**config.mk**
```make
export PLATFORM = sky130hd
export DESIGN_NAME = bshift_seq_ctrl
export DESIGN_NICKNAME = d
export VERILOG_FILES = /design/src/rtl/bshift_seq_ctrl.sv
export SDC_FILE = /design/constraint.sdc
export NUM_CORES = 1
export LEC_CHECK = 0
export BUFFER_PORTS_ARGS = -buffer_cell sky130_fd_sc_hd__buf_4
export CORE_ASPECT_RATIO = 0.5
export CORE_UTILIZATION = 30
export CTS_CLUSTER_SIZE = 40
export DETAILED_ROUTE_END_ITERATION = 7
export GPL_TIMING_DRIVEN = 1
export PLACE_DENSITY = 0.61
export SLEW_MARGIN = 20
export SYNTH_ARGS = -nofsm -noshare
export SYNTH_HDL_FRONTEND = slang
export SYNTH_SLANG_ARGS = --single-unit
```
**constraint.sdc**
```tcl
create_clock -name clk -period 2.25 [get_ports clk]
set_input_delay 0.5625 -clock clk [delete_from_list [all_inputs] [get_ports clk]]
set_output_delay 0.5625 -clock clk [all_outputs]
set_load 0.02 [all_outputs]
```
**src/rtl/bshift_seq_ctrl.sv**
```systemverilog
// Sequencer that drives a shared 4-bit barrel shifter in passes of at most
// STEP, feeding each result back, and returns the final word on rsp_*.
// Ports:
//   clk, rstn (async, active low), flush (sync abort)
//   req_valid/req_ready/req_data/req_amt : request channel
//   sh_a/sh_n -> shifter, sh_o <- shifter (combinational)
//   rsp_valid/rsp_ready/rsp_data/rsp_passes : response channel
module bshift_seq_ctrl #(
  parameter int DW    = 4,
  parameter int AMT_W = 4,
  parameter int STEP  = 3
) (
  input  logic             clk,
  input  logic             rstn,
  input  logic             flush,
  input  logic             req_valid,
  output logic             req_ready,
  input  logic [DW-1:0]    req_data,
  input  logic [AMT_W-1:0] req_amt,
  output logic [DW-1:0]    sh_a,
  output logic [1:0]       sh_n,
  input  logic [DW-1:0]    sh_o,
  output logic             rsp_valid,
  input  logic             rsp_ready,
  output logic [DW-1:0]    rsp_data,
  output logic [2:0]       rsp_passes
);

  typedef enum logic [1:0] {
    IDLE  = 2'd0,
    SHIFT = 2'd1,
    DONE  = 2'd2
  } state_t;

  state_t           state_q, state_d;
  logic [DW-1:0]    dreg_q, dreg_d;
  logic [AMT_W-1:0] rem_q, rem_d;
  logic [2:0]       pcnt_q, pcnt_d;
  logic [AMT_W-1:0] step_w;
  logic             last_pass;

  // Pass amount: min(rem, STEP) while shifting, zero otherwise.
  always_comb begin
    step_w = '0;
    if (state_q == SHIFT) begin
      if (rem_q > AMT_W'(STEP)) step_w = AMT_W'(STEP);
      else                      step_w = rem_q;
    end
  end

  assign last_pass = (rem_q <= AMT_W'(STEP));

  always_comb begin
    state_d = state_q;
    dreg_d  = dreg_q;
    rem_d   = rem_q;
    pcnt_d  = pcnt_q;
    if (flush) begin
      state_d = IDLE;
      dreg_d  = '0;
      rem_d   = '0;
      pcnt_d  = '0;
    end else begin
      unique case (state_q)
        IDLE: begin
          if (req_valid) begin
            dreg_d  = req_data;
            rem_d   = req_amt;
            pcnt_d  = '0;
            state_d = (req_amt != '0) ? SHIFT : DONE;
          end
        end
        SHIFT: begin
          dreg_d = sh_o;
          rem_d  = rem_q - step_w;
          pcnt_d = pcnt_q + 3'd1;
          if (last_pass) state_d = DONE;
        end
        DONE: begin
          if (rsp_ready) state_d = IDLE;
        end
        default: state_d = IDLE;
      endcase
    end
  end

  always_ff @(posedge clk or negedge rstn) begin
    if (!rstn) begin
      state_q <= IDLE;
      dreg_q  <= '0;
      rem_q   <= '0;
      pcnt_q  <= '0;
    end else begin
      state_q <= state_d;
      dreg_q  <= dreg_d;
      rem_q   <= rem_d;
      pcnt_q  <= pcnt_d;
    end
  end

  assign req_ready  = (state_q == IDLE);
  assign rsp_valid  = (state_q == DONE);
  assign rsp_data   = dreg_q;
  assign rsp_passes = pcnt_q;
  assign sh_a       = dreg_q;
  assign sh_n       = step_w[1:0];

endmodule

```
# ---- Word-level counts from Yosys, hierarchy flattened
# Cells that the tools add are included.
dict set report classes {
  n_eq_ne 5
  order_cmp 2
  reduce_logical 5
  n_addsub 2
  mux 17
}
# operator n
set op_table {}
lappend op_table {{2-to-1 mux 4 bit} 6}
lappend op_table {{case mux 4 bit (2 select lines)} 2}
lappend op_table {{2-to-1 mux 2 bit} 5}
lappend op_table {{2-to-1 mux 3 bit} 2}
lappend op_table {{!= test 3 bit (second input constant)} 2}
lappend op_table {{case mux 2 bit (3 select lines)} 1}
lappend op_table {{case mux 3 bit (2 select lines)} 1}
lappend op_table {{> comparator 4 x 2 -> 1 bit (second input constant)} 1}
lappend op_table {{<= comparator 4 x 2 -> 1 bit (second input constant)} 1}
lappend op_table {{nonzero test 4 bit} 1}
lappend op_table {{subtractor 4 bit} 1}
lappend op_table {{adder 3 x 1 -> 3 bit (second input constant)} 1}
lappend op_table {{!= test 3 x 2 -> 1 bit (second input constant)} 1}
lappend op_table {{AND reduction 3 bit} 1}
lappend op_table {{nonzero test 3 bit} 1}
lappend op_table {{== test 2 x 1 -> 1 bit (second input constant)} 1}
lappend op_table {{== test 2 bit (second input constant)} 1}
lappend op_table {{zero test 2 bit} 1}
lappend op_table {{AND reduction 2 bit} 1}
dict set report totals {
  reg_bits 13
  word_cells 35
}

# ---- Longest topological paths before layout
# Gate-level depths: netlist of the first run.
dict set report logic_depth {
  word_depth 6
  ltp_mapped 10
  ltp_nobuf 9
}

# ---- Least setup slack after synthesis of the first run
# OpenSTA, ideal clock, no wires.
dict set report synth_path {
  path_kind {reg-to-reg}
  start {reg state_q[1]}
  end {reg rem_q[2]}
  slack_ps 35
  synth_period_minus_slack_ps 2215
  arrival_time_ps 2076
  setup_time_ps 138
  stages_incl_launch_ff 11
  required_ps 2112
  path_cell_list {dfrtp_1 > or2b_4 > buf_2 > a21oi_1 > ha_1 > inv_1 > ha_1 > xnor2_1 > nor2_1 > a21oi_1 > o21ai_0}
}
dict set report synth_between {
  elab_chain_cells 5
  elab_cells_between_ends 9
}
# element line_no
set synth_lines {}
lappend synth_lines {{from (decl)} 35} ;# state_t state_q, state_d;
lappend synth_lines {{from (signal assigned)} 94} ;# state_q <= state_d;
lappend synth_lines {{== test 2 x 1 -> 1 bit} 45} ;# if (state_q == SHIFT) begin
lappend synth_lines {{2-to-1 mux 4 bit} 45}
lappend synth_lines {{net sh_n[0]} 21} ;# output logic [1:0] sh_n,
lappend synth_lines {{subtractor 4 bit} 75} ;# rem_d = rem_q - step_w;
lappend synth_lines {{case mux 4 bit (2 select lines)} 64} ;# unique case (state_q)
lappend synth_lines {{2-to-1 mux 4 bit} 58} ;# if (flush) begin
lappend synth_lines {{to (signal assigned)} 96} ;# rem_q <= rem_d;
lappend synth_lines {{to (decl)} 37} ;# logic [AMT_W-1:0] rem_q, rem_d;
# The timed path passes the listed nets, and every way through them passes these cells.
# A chain may end at the register's enable or synchronous reset.

# ---- Worst setup path after layout of the first run
dict set report layout_path {
  start {reg state_q[1]}
  end {out sh_n[0]}
}
dict set report layout_between {
  elab_chain_cells 2
}
# element line_no
set layout_lines {}
lappend layout_lines {{== test 2 x 1 -> 1 bit} 45}
lappend layout_lines {{2-to-1 mux 4 bit} 45}
lappend layout_lines {{to (decl)} 21}
# No other way between the ends.

==> results of run 1 <==
## cell type report
type | instances | area (um^2)
clock buffer | 3 | 41.3
clock inverter | 1 | 5.00
fill | 242 | 1280
inverter | 3 | 11.3
multi-input combinational | 69 | 437
sequential | 13 | 325
tap | 35 | 43.8
timing repair buffer | 32 | 240
## flip-flops by register name, summed over array words and instances, names as in the netlist
| signal | flops |
|---|---|
| rsp_passes | 3 |
| rem_q | 4 |
| state_q | 2 |
| rsp_data | 4 |
## synth_stat cells (all sizes together)
cell type / n
nor4: 1
a31oi: 2
nor3: 2
nor3b: 1
xnor2: 1
or3: 1
a22o: 1
dfrtp: 13
a21oi: 6
nor2: 10
ha: 4
conb: 1
clkbuf: 1
o21ba: 1
o32ai: 1
a21o: 1
or2b: 1
nor2b: 1
nand2b: 1
buf: 5
mux2i: 6
o22ai: 1
inv: 3
or3b: 1
nand2: 12
nand4bb: 1
nand3: 1
o311ai: 1
or4: 1
o21ai: 9
## kinds of logic after synthesis
logic type	Yosys count	share of synthesized area
AND/OR/NAND/NOR	34	0.217
AO/OA/AOI/OAI	23	0.170
flip-flops	13	0.401
buffers and inverters	9	0.0616
multiplexers	6	0.0740
adder cells (fa/ha/maj)	4	0.0616
other	1	0.00462
XOR/XNOR	1	0.0108
## placed cells by master (no fill, tap or decap), types with 2 or more instances in the layout
cell type / Yosys / final
a21oi_1: 6 / 6
a31oi_1: 2 / 2
buf_4: 4 / 32
clkbuf_8: 0 / 3
dfrtp_1: 13 / 13
ha_1: 4 / 4
inv_1: 3 / 3
mux2i_1: 6 / 6
nand2_1: 12 / 12
nor2_1: 9 / 9
nor3_1: 2 / 2
o21ai_0: 8 / 8
## worst max-delay path: stages, from the launching register on
cell     delay [ps]
dfrtp_1         470
or2b_4          370
a21oi_1         180
buf_4           170
## stage by stage
stage / power [mW] / utilization
2_1_floorplan: 0.525 / -
3_3_place_gp: 0.636 / 0.443
3_5_place_dp: 0.638 / 0.443
4_1_cts: 0.859 / 0.462
5_1_grt: 0.909 / 0.462
6_report: 0.845 / 0.462
## power by group through the flow
| stage | Combinational, mW | Clock, mW | Sequential [mW] |
|---|---|---|---|
| floorplan | 0.210 | 0 | 0.316 |
| global placement | 0.333 | 0 | 0.303 |
| detailed placement | 0.334 | 0 | 0.305 |
| CTS | 0.335 | 0.223 | 0.301 |
| global route | 0.369 | 0.234 | 0.306 |
| finish | 0.331 | 0.214 | 0.301 |
## layer usage
metal	vias up	share of wire	GRT usage
met3	4	0.065	0.0469
met5	-	0	0
met1	325	0.49	0.208
met4	0	0.020	0.0833
li1	378	-	-
met2	24	0.43	0.230
## how the worst min path moves through the flow
stage | start | depth (start not counted) | endpoint
2_1_floorplan | rstn | 0 | rem_q[0]$_DFFE_PN0P_
3_3_place_gp | rstn | 1 | rsp_data[1]$_DFFE_PN0P_
3_5_place_dp | rstn | 1 | rsp_data[1]$_DFFE_PN0P_
4_1_cts | rstn | 1 | rsp_data[1]$_DFFE_PN0P_
5_1_grt | rstn | 1 | rsp_data[1]$_DFFE_PN0P_
6_report | rstn | 1 | rsp_data[1]$_DFFE_PN0P_
==> results.md, run 1 <==
- Final worst path period need: 2010 ps
- Post-DP Area: around 1100 um^2
- Yosys top cell by area: dfrtp_1
- Initial Utilization: 0.340
- Netlist cell types: 33
- Combinational power share: 0.391
- Setup crit end: sh_n[0]
- Latest clock arrival within the worst-skew pair: 250 ps
- Design area: around 1100 um^2
- Vias: about 730
- Status: finished, final reports clean
- Nets: roughly 140
- Fmax: slightly below 500 MHz
- Dominant cells by area after synthesis: dfrtp_1 40%, mux2i_1 7.4%, ha_1 6.2%
- Seq/Total Area, Yosys: 0.401
- Clk pwr share: 0.253
- Core outline area: about 2400 um^2
- Max FO, Critical Path: 14
- Final Setup Violations: 0
- Worst path required time: ~1700 ps
- Htree depth: 1
- Max-slew violation count: 0
- WL/cell: ~12 um
- Root buf cell: clkbuf_8
- CTS sink cnt: 13
- PortBufs: 31
- Int Pwr: between 0.5 and 0.6 mW
- Worst EP arrival: 1450 ps
- Avg Vias per Cell: around 4.7
- GRT Util Overall: 0.157
- DIE AREA: 2930 um^2
- WHS: ~150 ps
- Cell area power density: between 700 and 800 nW/um^2
- #FFs+latches synth: 13
- R2r worst-path depth: 8
- Total Routed Length: approximately 1.9 mm
- Setup TNS: 0 ps
- DR pass1 iterations: 4
- Reg-to-reg setup timing slack: approximately 300 ps
- Peak VDD IR: ~0.29 mV
- Hpwl dp: about 1.4 mm
- DRC: 0
- Hold buffers post-CTS: 0
- Share of total power in sequential cells: 0.356
- Final worst slack: between 200 and 250 ps
- Syn Area/Cell: 8.92 um^2
- RR Endpoint: rem_q[2]$_DFFE_PN0P_
- Clock Pin Slew Worst Setup and Hold Paths: ~60 ps
- CP startpoint kind: flip-flop
- Synth top area share: 0.401
- Worst Setup SP: state_q[1]$_DFFE_PN0P_
- Post-place setup slack: about 320 ps
- Leak: 0.550 nW
- Layout cells sized above 1: 0.339
- IO Pins: 32
- Gpl congestion: just over 0.8
- CTS buffer count: 3
- Syn Inst Count: 91
- Worst-Margin Slew: 597 ps
- Sw power: 0.304 mW
- Rows: 12
- Syn Nets: around 110
- Postcts setup bufs: 0
- Max Cap Viol: 0
- Post-Place Cells: roughly 150
- RSZ-0062 raised after global routing: false
- Vias in the first global route: between 600 and 700
- DIE HEIGHT: about 39 um
- Slew HR: 0.599
- Worst Setup End Kind: output port
- Sw Share: 0.359
- YS warnings: 0
- Non-filler cells, final: approximately 160
- Area Overhead vs Synth: 35.9%
- Grt ovf: 0
- Drt first-iter violations: 38
- First-pass GRT wire length: between 3 and 4 mm
- Hold Vio Cnt, Final: 0
- Post-cts sizing count: 0
- CTS tree: done
- ANT cells: 0
- HP Class: input port to async pin
- Fin crit share: 0.894
- Pin count of the biggest net entering global routing: 15
- Antenna violations before repair: 0
- Final antenna-violating net count: 0
- Worst Path Class, Setup: flip-flop to output port
- Die width: 75.6 um
- Synth Cell Area: approximately 800 um^2
- Post-route clock skew: between 0.6 and 0.7 ps
- Worst r2r src: state_q[1]$_DFFE_PN0P_
- Clk buf depth: 2
(Power assumes the default switching activity.)
==> run 2, diff against run 1 <==
--- a/config.mk
+++ b/config.mk
@@ -5,13 +5,14 @@
 export SDC_FILE = /design/constraint.sdc
 export NUM_CORES = 1
 export LEC_CHECK = 0
+export ABC_AREA = 1
 export BUFFER_PORTS_ARGS = -buffer_cell sky130_fd_sc_hd__buf_4
 export CORE_ASPECT_RATIO = 0.5
 export CORE_UTILIZATION = 30
 export CTS_CLUSTER_SIZE = 40
 export DETAILED_ROUTE_END_ITERATION = 7
 export GPL_TIMING_DRIVEN = 1
-export PLACE_DENSITY = 0.61
+export PLACE_DENSITY = 0.6
 export SLEW_MARGIN = 20
 export SYNTH_ARGS = -nofsm -noshare
 export SYNTH_HDL_FRONTEND = slang
==> results.md, run 2 <==
- Status: finished, final reports clean
- Worst path required time: 1690 ps
- CTS sink cnt: 13
- Hold buffers post-CTS: 0
- Worst Setup End Kind: output port
- Die width: a little under 80 um
- Max-slew violation count: 0
- Worst EP arrival: 1310 ps
- Top Metal Used: met4
- Max Cap Viol: 0
- #FFs+latches synth: 13
- Peak VDD IR: about 0.37 mV
- Hpwl dp: between 1.5 and 2 mm
- Worst Path Class, Setup: flip-flop to output port
- Clock Pin Slew Worst Setup and Hold Paths: roughly 60 ps
- RSZ-0062 raised after global routing: false
- Reg-to-reg setup timing slack: approximately 480 ps
- Drt first-iter violations: 44
- Core outline area: 2650 um^2
- Hold Vio Cnt, Final: 0
- DIE AREA: about 3100 um^2
- HP Class: input port to async pin
- Final worst path period need: 1870 ps
- Syn Area/Cell: a little under 8 um^2
- Worst r2r src: state_q[1]$_DFFE_PN0P_
- GRT Util Overall: 0.132
- Top post-synthesis cells by count: 20 x nand2_1, 17 x nor2_1, 13 x dfrtp_1, 13 x inv_1
- Rows: 13
- Top-count cell post-synth: nand2_1
- Leak: between 0.5 and 0.6 nW
- Routed length on met3: roughly 59 um
- Netlist cell types: 25
- PortBufs: 31
- Cell area power density: between 1000 and 1500 nW/um^2
- Htree depth: 1
- CTS buffer count: 3
- Commonest non-fill, non-tap cells in the layout: 31 x buf_4, 20 x nand2_1, 17 x nor2_1, 13 x inv_1, 13 x dfrtp_1
- Setup TNS: 0 ps
- Pin count of the biggest net entering global routing: 15
- Syn Nets: approximately 130
- Slowest stage delay, CP: ~440 ps
- Avg Vias per Cell: between 4 and 5
- CTS tree: done
- R2r worst-path depth: 8
- Clk buf depth: 2
- Vias: roughly 800
- Crit-path slowest cell: dfrtp_1
- Gpl congestion: approximately 0.78
- Fmax: 535 MHz
- Vias in the first global route: 700
- Post-route clock skew: approximately 3.2 ps
- Synth top area share: 0.378
- Synth Flop Type: dfrtp_1
- Post-DP Area: 1090 um^2
- First-pass GRT wire length: ~3.0 mm
- Commonest non-fill, non-tap cell in the layout: buf_4
- Synth Cell Area: 860 um^2
- EDFF count, synth: 0
- Area Overhead vs Synth: 32.6%
- DRC: 0
- Max FO, Critical Path: 14
- Fin crit share: 0.830
- Dominant cells by area after synthesis: dfrtp_1 38%, nand2_1 8.7%, nor2_1 7.4%
- Met2 routed WL: around 900 um
- Grt ovf: 0
- Total Routed Length: between 1.5 and 2 mm
- Wire length on met1: between 800 and 900 um
- Antenna violations before repair: 0
- Design area: between 1000 and 1500 um^2
- Initial Utilization: 0.324
- Post-cts sizing count: 0
- Syn Inst Count: ~110
- Root buf cell: clkbuf_8
- DIE HEIGHT: 39.9 um
- Postcts setup bufs: 0
- ANT cells: 0
- Layout cells sized above 1: 0.326
- Final Setup Violations: 0
- Yosys top cell by area: dfrtp_1
- IO Pins: 32
- RR Endpoint: rem_q[1]$_DFFE_PN0P_
- Final antenna-violating net count: 0
- Seq/Total Area, Yosys: 0.378
- CP delay by family, top: flip-flops
- DR pass1 iterations: 4
- CP startpoint kind: flip-flop
- YS warnings: 0
- WL/cell: around 11 um
- Nets: between 150 and 200
- CP bufs+invs: 2
- CP Cell Sequence: inv_2, nand2_4, a21oi_1, buf_4
- Ys async rst share: 1.00
- Latest clock arrival within the worst-skew pair: 240 ps
run 2: cell types whose count changed after synthesis, sizes merged, moves of 4 or more:
cell and delta:
nand2 +11, nand3 +7, inv +13, mux2i -6, o31ai +4, nor2 +8
run 2: layout make-up:
type                    instances  area, um^2
clock buffers                   3        41.3
multi-input cells              77         429
fillers                       272        1510
repair buffers                 31         233
flip-flops and latches         13         325
inverters                      16        60.1
clock inverters                 1        5.00
well taps                      37        46.3
run 2: how the worst max path moves through the flow:
| stage | depth (start not counted) | end | start | slack (ps) |
|---|---|---|---|---|
| global route | 4 | sh_n[0] | state_q[1]$_DFFE_PN0P_ | 280 |
| floorplan | 9 | rem_q[1]$_DFFE_PN0P_ | state_q[1]$_DFFE_PN0P_ | 200 |
| detailed placement | 8 | rem_q[1]$_DFFE_PN0P_ | state_q[1]$_DFFE_PN0P_ | 480 |
| CTS | 4 | sh_n[0] | state_q[1]$_DFFE_PN0P_ | 370 |
| global placement | 8 | rem_q[1]$_DFFE_PN0P_ | state_q[1]$_DFFE_PN0P_ | 530 |
| finish | 4 | sh_n[0] | state_q[1]$_DFFE_PN0P_ | 380 |
run 2: cell families (layout without fill, tap and decap cells):
family / Yosys count / after routing / synth area share
adders and majority gates: 4 / 4 / 0.0582
AOI/OAI and AO/OA: 20 / 20 / 0.151
xor gates and xnor gates: 1 / 1 / 0.0102
DFF: 13 / 13 / 0.378
other: 1 / 1 / 0.00436
buffers and inverters: 21 / 51 / 0.122
and+or+nand+nor: 51 / 51 / 0.275
run 2: where the power goes:
group	total (mW)	switching [mW]	internal [mW]
registers	0.394	0.0749	0.319
logic	0.808	0.493	0.315
clock network	0.209	0.0872	0.122
run 2: metal layers:
layer | GRT usage | vias up
met1 | 0.161 | 359
met5 | 0 | -
met3 | 0.0349 | 2
met2 | 0.241 | 11
met4 | 0.0283 | 0
li1 | - | 415
run 2: worst register-to-register path, cell delays in order (launching register included):
cell	delay (ps)
dfrtp_1	440
inv_2	130
nand2_4	120
a21oi_1	200
ha_1	190
inv_1	50
ha_1	260
nor2_1	40
o32ai_1	250
run 2: metrics by stage:
stage / hold WS [ps] / worst slack, ps / util / total power, mW / std cells
2_1_floorplan: 267 / 196 / - / 0.995 / 111
3_3_place_gp: 420 / 532 / 0.412 / 1.21 / 174
5_1_grt: 160 / 278 / 0.430 / 1.53 / 178
6_report: 156 / 382 / 0.430 / 1.41 / 178
3_5_place_dp: 423 / 479 / 0.412 / 1.22 / 174
4_1_cts: 158 / 368 / 0.430 / 1.43 / 178
